<file path="src/rtl/lcd_hd44780_ctrl.sv">
// lcd_hd44780_ctrl: HD44780 LCD controller with power-up init sequence and valid/ready write port
module lcd_hd44780_ctrl #(
    parameter int BUS_W     = 8,
    parameter int LINES     = 2,
    parameter int CURSOR    = 1,
    parameter int BLINK     = 0,
    parameter int PWRUP_CYC = 750_000,
    parameter int TAS_CYC   = 2,
    parameter int EN_CYC    = 25,
    parameter int CMD_CYC   = 2_500,
    parameter int LONG_CYC  = 100_000
) (
    input  logic       clk,
    input  logic       rst,
    input  logic       wr_valid,
    output logic       wr_ready,
    input  logic       wr_rs,
    input  logic [7:0] wr_data,
    output logic       init_done,
    output logic       busy,
    output logic       lcd_en,
    output logic       lcd_rs,
    output logic       lcd_rw,
    output logic [7:0] lcd_data
);
    localparam int MAXC = PWRUP_CYC > LONG_CYC ? PWRUP_CYC : LONG_CYC;
    localparam int CW = $clog2(MAXC + 1);
    localparam logic [CW-1:0] PWR_END = CW'(PWRUP_CYC - 1);
    localparam logic [CW-1:0] TAS_END = CW'(TAS_CYC - 1);
    localparam logic [CW-1:0] EN_END = CW'(EN_CYC - 1);
    localparam logic [CW-1:0] CMD_END = CW'(CMD_CYC - 1);
    localparam logic [CW-1:0] LONG_END = CW'(LONG_CYC - 1);
    localparam logic [2:0] LAST_IDX = BUS_W == 4 ? 3'd7 : 3'd3;
    localparam logic [7:0] FSET = (LINES == 2 ? 8'h38 : 8'h30) & (BUS_W == 4 ? 8'hEF : 8'hFF);
    localparam logic [7:0] DISP = 8'h0C | (CURSOR != 0 ? 8'h02 : 8'h00) | (BLINK != 0 ? 8'h01 : 8'h00);

    typedef enum logic [2:0] {POWERUP, INIT_LOAD, SETUP, PULSE, WAIT, IDLE} state_t;

    state_t        state_q;
    logic [CW-1:0] cnt_q;
    logic [2:0]    idx_q;
    logic [7:0]    byte_q;
    logic          rs_q;
    logic          lo_q;
    logic          single_q;
    logic          init_q;
    logic          ready_q;
    logic          done_q;
    logic          en_q;
    logic          lcd_rs_q;
    logic [7:0]    lcd_data_q;
    logic          wake;
    logic          last;
    logic          long_wait;
    logic [7:0]    init_b;
    logic [7:0]    src_b;
    logic [CW-1:0] wait_end;

    // init word lookup, byte source and post-pulse wait length for the current nibble
    always_comb begin
        wake = BUS_W == 4 && !idx_q[2];
        init_b = wake ? (idx_q[1:0] == 2'd3 ? 8'h20 : 8'h30) :
                 idx_q[1:0] == 2'd0 ? FSET :
                 idx_q[1:0] == 2'd1 ? DISP :
                 idx_q[1:0] == 2'd2 ? 8'h01 : 8'h06;
        src_b = init_q ? init_b : byte_q;
        last = BUS_W == 8 || lo_q || single_q;
        long_wait = single_q || (last && !rs_q && byte_q[7:2] == 6'd0);
        wait_end = long_wait ? LONG_END : CMD_END;
    end

    // sequencer: power-up delay, init list, then one accepted write at a time
    always_ff @(posedge clk or posedge rst) begin
        if (rst) begin
            state_q    <= POWERUP;
            cnt_q      <= '0;
            idx_q      <= '0;
            byte_q     <= '0;
            rs_q       <= 1'b0;
            lo_q       <= 1'b0;
            single_q   <= 1'b0;
            init_q     <= 1'b1;
            ready_q    <= 1'b0;
            done_q     <= 1'b0;
            en_q       <= 1'b0;
            lcd_rs_q   <= 1'b0;
            lcd_data_q <= '0;
        end else begin
            case (state_q)
                POWERUP: begin
                    cnt_q <= cnt_q == PWR_END ? '0 : cnt_q + 1'b1;
                    if (cnt_q == PWR_END) state_q <= INIT_LOAD;
                end
                INIT_LOAD: begin
                    byte_q     <= src_b;
                    rs_q       <= !init_q && rs_q;
                    lcd_rs_q   <= !init_q && rs_q;
                    single_q   <= init_q && wake;
                    lo_q       <= 1'b0;
                    lcd_data_q <= BUS_W == 4 ? {src_b[7:4], 4'h0} : src_b;
                    state_q    <= SETUP;
                end
                SETUP: begin
                    cnt_q <= cnt_q == TAS_END ? '0 : cnt_q + 1'b1;
                    if (cnt_q == TAS_END) begin
                        en_q    <= 1'b1;
                        state_q <= PULSE;
                    end
                end
                PULSE: begin
                    cnt_q <= cnt_q == EN_END ? '0 : cnt_q + 1'b1;
                    if (cnt_q == EN_END) begin
                        en_q    <= 1'b0;
                        state_q <= WAIT;
                    end
                end
                WAIT: begin
                    cnt_q <= cnt_q == wait_end ? '0 : cnt_q + 1'b1;
                    if (cnt_q == wait_end) begin
                        if (!last) begin
                            lo_q       <= 1'b1;
                            lcd_data_q <= {byte_q[3:0], 4'h0};
                            state_q    <= SETUP;
                        end else if (init_q && idx_q != LAST_IDX) begin
                            idx_q   <= idx_q + 1'b1;
                            state_q <= INIT_LOAD;
                        end else begin
                            init_q  <= 1'b0;
                            done_q  <= 1'b1;
                            ready_q <= 1'b1;
                            state_q <= IDLE;
                        end
                    end
                end
                IDLE: begin
                    if (wr_valid) begin
                        byte_q  <= wr_data;
                        rs_q    <= wr_rs;
                        ready_q <= 1'b0;
                        state_q <= INIT_LOAD;
                    end
                end
                default: state_q <= POWERUP;
            endcase
        end
    end

    assign wr_ready  = ready_q;
    assign busy      = ~ready_q;
    assign init_done = done_q;
    assign lcd_en    = en_q;
    assign lcd_rs    = lcd_rs_q;
    assign lcd_rw    = 1'b0;
    assign lcd_data  = lcd_data_q;
endmodule

</file>
<file path="config.mk">
export PLATFORM = sky130hd
export DESIGN_NAME = lcd_hd44780_ctrl
export DESIGN_NICKNAME = d
export VERILOG_FILES = /design/src/rtl/lcd_hd44780_ctrl.sv
export SDC_FILE = /design/constraint.sdc
export NUM_CORES = 1
export LEC_CHECK = 0
export CAP_MARGIN = 0
export CORE_MARGIN = 2
export CORE_UTILIZATION = 45
export CTS_CLUSTER_DIAMETER = 120
export CTS_CLUSTER_SIZE = 30
export DETAILED_ROUTE_END_ITERATION = 10
export HOLD_SLACK_MARGIN = 0.03
export PLACE_DENSITY = 0.65
export SLEW_MARGIN = 25
export SYNTH_ARGS = -nofsm -noshare
export SYNTH_HDL_FRONTEND = slang
export SYNTH_SLANG_ARGS = --single-unit
</file>
<file path="constraint.sdc">
create_clock -name clk -period 5.3 [get_ports clk]
set_input_delay 1.06 -clock clk [delete_from_list [all_inputs] [get_ports clk]]
set_output_delay 1.06 -clock clk [all_outputs]
set_load 0.01 [all_outputs]
</file>
==> impl_metrics.csv <==
group,metric,value,unit
yosys,yosysMostFrequentCell,"dfrtp_1",
placement,place_hpwl,4353,um
drt,wl_per_cell,15.42,um
yosys,yosysSeqAreaShare,44.06,%
yosys,ys_ff_latch,48,
finish,multi_input_area,0.001393,mm^2
min_path,hold_class,"reg2reg",
yosys,ys_warn_count,0,
sta,drv_slew,0,
drt,wl_met3,220,um
yosys,synth_top_family_by_area,"simple AND/OR/NAND/NOR gates",
min_path,whs_endpoint,"lcd_data[7]",
setup_path,cp_slowest_cell,"or4_4",
drt,top_layer,"met4",
min_path,hold_path_depth,2,
finish,n_fill_cell,578,
drt,drtIter0Drc,136,
placement,dp_cells,386,
grt,grt_pass1_wl,10140,um
sta,tightest_slew,0.8560,ns
yosys,synthTopCellsByCount,"dfrtp_1 (47), nand2_1 (45), o21ai_0 (28), a21oi_1 (21), nor2_1 (16)",
drt,dr_wl_met2,2953,um
finish,diodes,0,
floorplanning,die_y,81.87,um
yosys,synth_cells,300,
sta,period_needed,2.521,ns
finish,fin_cells,394,
clock_network,cts_made_buffers,5,
power_and_ir_drop,ir_worst_vdd,0.1230,mV
status,status,"completed",
finish,area_growth,13.80,%
finish,regArea,0.001202,mm^2
yosys,synthArstFlopShare,100.0,%
clock_network,cts_setup_buffers,0,
clock_network,htreeDepth,2,
sta,finalCritPeriodShare,47.57,%
drt,routed_via_density,5.657,
drt,met1_length,2839,um
sta,clock_skew,0.008973,ns
clock_network,worstSkewPairLatency,0.31,ns
floorplanning,core_area,0.005886,mm^2
clock_network,clock_sinks,48,
yosys,synth-main-ff-cell,"dfrtp_1",
sta,fin_tns_setup,0,ns
drt,drc,0,
floorplanning,start_util,46.36,%
grt,grt_max_degree,49,
grt,grt_pass1_vias,2159,
yosys,synth_area_per_cell,9.096,um^2
sta,fmax,396.6,MHz
yosys,synth-adder-area-share,4.127,%
finish,layout.nets,339,
sta,finalHoldViolCount,0,
setup_path,r2r_cells,6,
sta,rsz0062_at_grt,"false",
floorplanning,io_pins,26,
sta,setup_viol,0,
clock_network,cts_resized,0,
setup_path,slowest_delay,0.56,ns
drt,vias,2229,
clock_network,cts_tree,"built",
placement,gp_congestion,0.8822,
yosys,yosys.area.top_type,"dfrtp_1",
flow_run,maxCapViolCount,0,
setup_path,r2r_slack,2.78,ns
power_and_ir_drop,power_density,212.6,mW/mm^2
setup_path,crit-reg2reg-launch,"byte_q[4]",
setup_path,path_class,"reg2reg",
clock_network,cts_hold_buf,0,
power_and_ir_drop,totalPowerFinal,660.3,uW
yosys,syn_area,0.002729,mm^2
grt,antenna_found_initial,0,
yosys,yosys.area.top_type_share,43.10,%
yosys,yosysUniqueCellTypes,55,
setup_path,path_max_fanout,25,
floorplanning,num_rows,28,
yosys,synth-edff-count,0,
setup_path,end_kind,"flop",
floorplanning,die_w,81.87,um
yosys,syn_nets,321,
floorplanning,die_area,0.006703,mm^2
yosys,synth.mux.area_fraction,2.934,%
yosys,synth-compound-area-share,18.34,%
sta,slew_headroom,42.87,%
drt,dr.pass1.iters,4,
setup_path,timing.critical_path.cells,"or4_4 > nor4_4 > mux2_4 > a22oi_4 > or2b_1 > a31oi_1",
grt,gr-total-overflow,0,
clock_network,max-clock-path-buffers,2,
yosys,synth-simple-area-share,23.75,%
placement,io_buffers,24,
drt,wirelength,6075,um
setup_path,required,5.53,ns
min_path,holdCritStartpoint,"lcd_data[7]",
clock_network,clk_pin_slew,0.10,ns
yosys,synth-xor-area-share,1.605,%
setup_path,worst_setup_path_start_kind,"flop",
grt,grt_usage,19.61,%
drt,ant_nets,0,
setup_path,timing.rr.end,"cnt_q[15]",
clock_network,clockRootBuffer,"clkbuf_8",
finish,drive_above_1_share,7.837,%
sta,finalHoldWorstSlack,0.4705,ns
power_and_ir_drop,leakagePower,1.434,nW
setup_path,arrival,2.75,ns
yosys,synth_area_leaders,"dfrtp_1 (43%), nand2_1 (6.2%), o21ai_0 (5.1%)",
[worst max-delay path: cells and delay by family (launching register included)]
kind	cells	cell delay, ns
compound gates	2	0.65
simple gates	3	1.02
flops	1	0.41
mux	1	0.35
[report_power, final]
group / internal [mW] / switching, mW / total [mW] / leakage (nW)
registers: 0.366 / 0 / 0.366 / 0.648
clock network: 0.142 / 0.136 / 0.278 / 0.0548
logic: 0.00722 / 0.00909 / 0.0163 / 0.731
total: 0.516 / 0.145 / 0.660 / 1.43
[layout by cell type (no fill, tap or decap), types with 9 or more instances in the layout]
master and instances:
a21oi_1 20, a31oi_1 12, clkdlybuf4s50_1 24, dfrtp_1 47, ha_1 9, inv_1 14, nand2_1 45, nand3_1 14
nor2_1 16, o21ai_0 28
[layout make-up]
type	instances	area share [%]
clock inverter	3	1.491
multi-input combinational	223	44.84
timing repair buffer	24	7.736
inverter	16	1.974
sequential	48	38.72
tap	75	3.022
clock buffer	5	2.216
[registers in the layout, summed over array words and instances, names as in the netlist]
register	cells
cnt_q	20
byte_q	8
lcd_data	8
idx_q	3
state_q	3
init_done	1
init_q	1
lcd_en	1
lcd_rs	1
rs_q	1
wr_ready	1
[worst max path at each step]
stage	startpoint	endpoint	slack (ns)	cells after the start
3_5_place_dp	wr_valid	rs_q	2.60	5
5_1_grt	byte_q[4]	cnt_q[15]	2.59	6
4_1_cts	byte_q[4]	cnt_q[15]	2.77	6
3_3_place_gp	wr_valid	byte_q[7]	2.67	5
2_1_floorplan	rst	byte_q[0]	3.10	1
6_report	byte_q[4]	cnt_q[15]	2.78	6
[metrics by stage]
| step | worst slack [ns] | util (%) | cell area, um^2 |
|---|---|---|---|
| after floorplan | 3.097 | - | 2729 |
| after global placement | 2.673 | 50.72 | 2985 |
| after detailed placement | 2.603 | 50.72 | 2985 |
| after CTS | 2.766 | 52.68 | 3100 |
| after global routing | 2.588 | 52.76 | 3105 |
| final | 2.779 | 52.76 | 3105 |
[kinds of logic (layout without fill, tap and decap cells)]
kind of cell	Yosys count	after routing
AOI/OAI and AO/OA	80	80
xor gates and xnor gates	5	5
adders and majority gates	9	9
buffers and inverters	29	48
DFF	48	48
muxes	7	7
other	1	1
and+or+nand+nor	121	121
[layer usage]
layer	GRT usage (%)	vias up
met5	0	-
met4	4.500	0
met3	3.846	7
met2	34.31	39
met1	24.98	1086
li1	-	1097
Power figures use the tool's default switching activity.
==> edit: new RTL, same flow settings <==
The 6 states of `state_t` get a one-hot encoding in 6 bits.
--- a/src/rtl/lcd_hd44780_ctrl.sv
+++ b/src/rtl/lcd_hd44780_ctrl.sv
@@ -35,5 +35,5 @@
     localparam logic [7:0] DISP = 8'h0C | (CURSOR != 0 ? 8'h02 : 8'h00) | (BLINK != 0 ? 8'h01 : 8'h00);
 
-    typedef enum logic [2:0] {POWERUP, INIT_LOAD, SETUP, PULSE, WAIT, IDLE} state_t;
+    typedef enum logic [5:0] {POWERUP = 6'b000001, INIT_LOAD = 6'b000010, SETUP = 6'b000100, PULSE = 6'b001000, WAIT = 6'b010000, IDLE = 6'b100000} state_t;
 
     state_t        state_q;
Function: same outputs for any inputs over 10 cycles, from zero or initial values and one cycle with rst high; not proved beyond that.
==> edit against the unedited design <==
- non-clock buffer count rose by 4
- sequential share of layout area fell by 1.8 points
- worst hold slack barely moved
- design area rose by 11%
- wire length rose by 22%
- final cell count rose by 9.1%
- synthesized area rose by 13%
- sequential cell count rose by 3
- setup slack got worse by 0.20 ns
- maximum frequency fell by 7.4%
- critical endpoint is now cnt_q[5]
Power is not compared: it rests on default switching activity, and its combinational part moved more than twofold at a synthesized area within 25%.
==> edit: results (changes against the unedited design) <==
[worst_setup_path]
startpoint=cnt_q[1]  ; was byte_q[4]
criticalPathCategory=reg2reg  ; unchanged
reg2regPathDepth=6  ; unchanged
r2r-end=cnt_q[5]  ; was cnt_q[15]
crit_fanout=12  ; was 25

[placement]
dpl.cell_count=422  ; was 386
io_buffer_count=24  ; unchanged
dpl.hpwl_mm=5.19  ; was 4.35 mm
pre_cts_ws_ns=2.62  ; was 2.60 ns
gp_congestion=0.843  ; was 0.882
dpl_cell_area_mm2=0.00334  ; was 0.00299 mm²

[cells_and_area]
largest_reg_flops=20  ; unchanged
fin_nets=370  ; was 339
drive_gt1_frac=0.0800  ; was 0.0784
stdcell_count=430  ; was 394
largest-register=cnt_q  ; unchanged

[grt]
antenna_found_initial=0  ; unchanged
grt_max_degree=52  ; was 49
grt.overflow.total=0  ; unchanged
grt_pass1_vias=2394  ; was 2159
grt_pass1_wl_mm=12.4  ; was 10.1 mm
grt_util_all_layers=0.210  ; was 0.196

[synthesis]
netlist_instances=332  ; was 300
synth_commonest_cells=dfrtp_1 (49), nand2_1 (43), o21ai_0 (31), nor2_1 (17)  ; was dfrtp_1 (47), nand2_1 (45), o21ai_0 (28), a21oi_1 (21), nor2_1 (16)
synth.net_count=353  ; was 321
synth.area.top_cells=dfrtp_1 (40%), nand2_1 (5.2%), o21ai_0 (5.0%), ha_1 (3.7%), nand3_1 (2.3%)  ; was dfrtp_1 (43%), nand2_1 (6.2%), o21ai_0 (5.1%), ha_1 (4.1%), a21oi_1 (3.9%)
ys_types=65  ; was 55
ys.flop_type=dfrtp_1  ; unchanged
yosysSeqAreaShare=0.415  ; was 0.441

[run]
drv_cap=0  ; unchanged

[routing]
wl_per_cell_um=17.2  ; was 15.4 µm
dr.pass1.iters=5  ; was 4
drtIter0Drc=235  ; was 136
via_count=2624  ; was 2229

[timing]
worstMarginPinSlew_ns=1.01  ; was 0.856 ns
fmax_mhz=367  ; was 397 MHz
finalClockSkew_ns=0.0112  ; was 0.00897 ns

[worst_hold_path]
holdCritPathClass=reg2reg  ; unchanged

[run_status]
status=finished, final reports clean  ; unchanged

[clock_network]
ctsResizeCount=0  ; unchanged
post_cts_buffers=0  ; unchanged
htreeDepth=2  ; unchanged
cts_made_buffers=5  ; unchanged
cts-root-buf=clkbuf_8  ; unchanged
clk_latency_ns=0.32
clk_pin_slew_worst_paths_ns=0.10  ; about the same
clock_path_buffers=2  ; unchanged

[power_and_ir_drop]
leakage_nw=1.44
vdd_drop_max_uv=127

## edit: kinds of logic after synthesis
logic type,count (synthesis),synth area share
and+or+nand+nor,134,0.243
AOI/OAI and AO/OA,90,0.209
DFF,51,0.415
buffers and inverters,33,0.0528
adders and majority gates,9,0.0366
xor gates and xnor gates,9,0.0256
muxes,5,0.0167
other,1,0.00122
## edit: where the power goes
part	switching, mW	internal, mW	total (mW)
sequential	0.0946	0.456	0.550
clock	0.147	0.143	0.290
combinational	0.180	0.159	0.339
## edit: final cells by class
class	count	area, µm²
fillers	649	3260
inverters	15	56.3
repair buffers	28	270
multi-input cells	248	1640
flip-flops and latches	51	1280
clock buffers	5	68.8
clock inverters	3	47.5
well taps	80	100
## edit: routing by layer
layer  up-vias  GRT usage  routed length, µm
li1       1257          -                  -
met1      1279      0.311               3550
met2        81      0.315               3460
met3         7     0.0314                324
met4         0     0.0653                 81
met5         -          0                  0
## edit: worst min-delay path by stage
stage / startpoint / end / slack, ns / cells past startpoint
3_3_place_gp: init_done / init_done / 0.45 / 1
4_1_cts: init_done / init_done / 0.48 / 1
2_1_floorplan: byte_q[0] / byte_q[0] / 0.44 / 2
6_report: init_done / init_done / 0.47 / 1
3_5_place_dp: init_done / init_done / 0.45 / 1
5_1_grt: init_done / init_done / 0.49 / 1
## edit: worst max-delay path: stages (launching register included)
cell      delay, ns
dfrtp_1        0.44
inv_1          0.10
ha_1           0.13
or4b_1         0.51
a221oi_2       0.82
a31oi_2        0.27
a221o_1        0.35
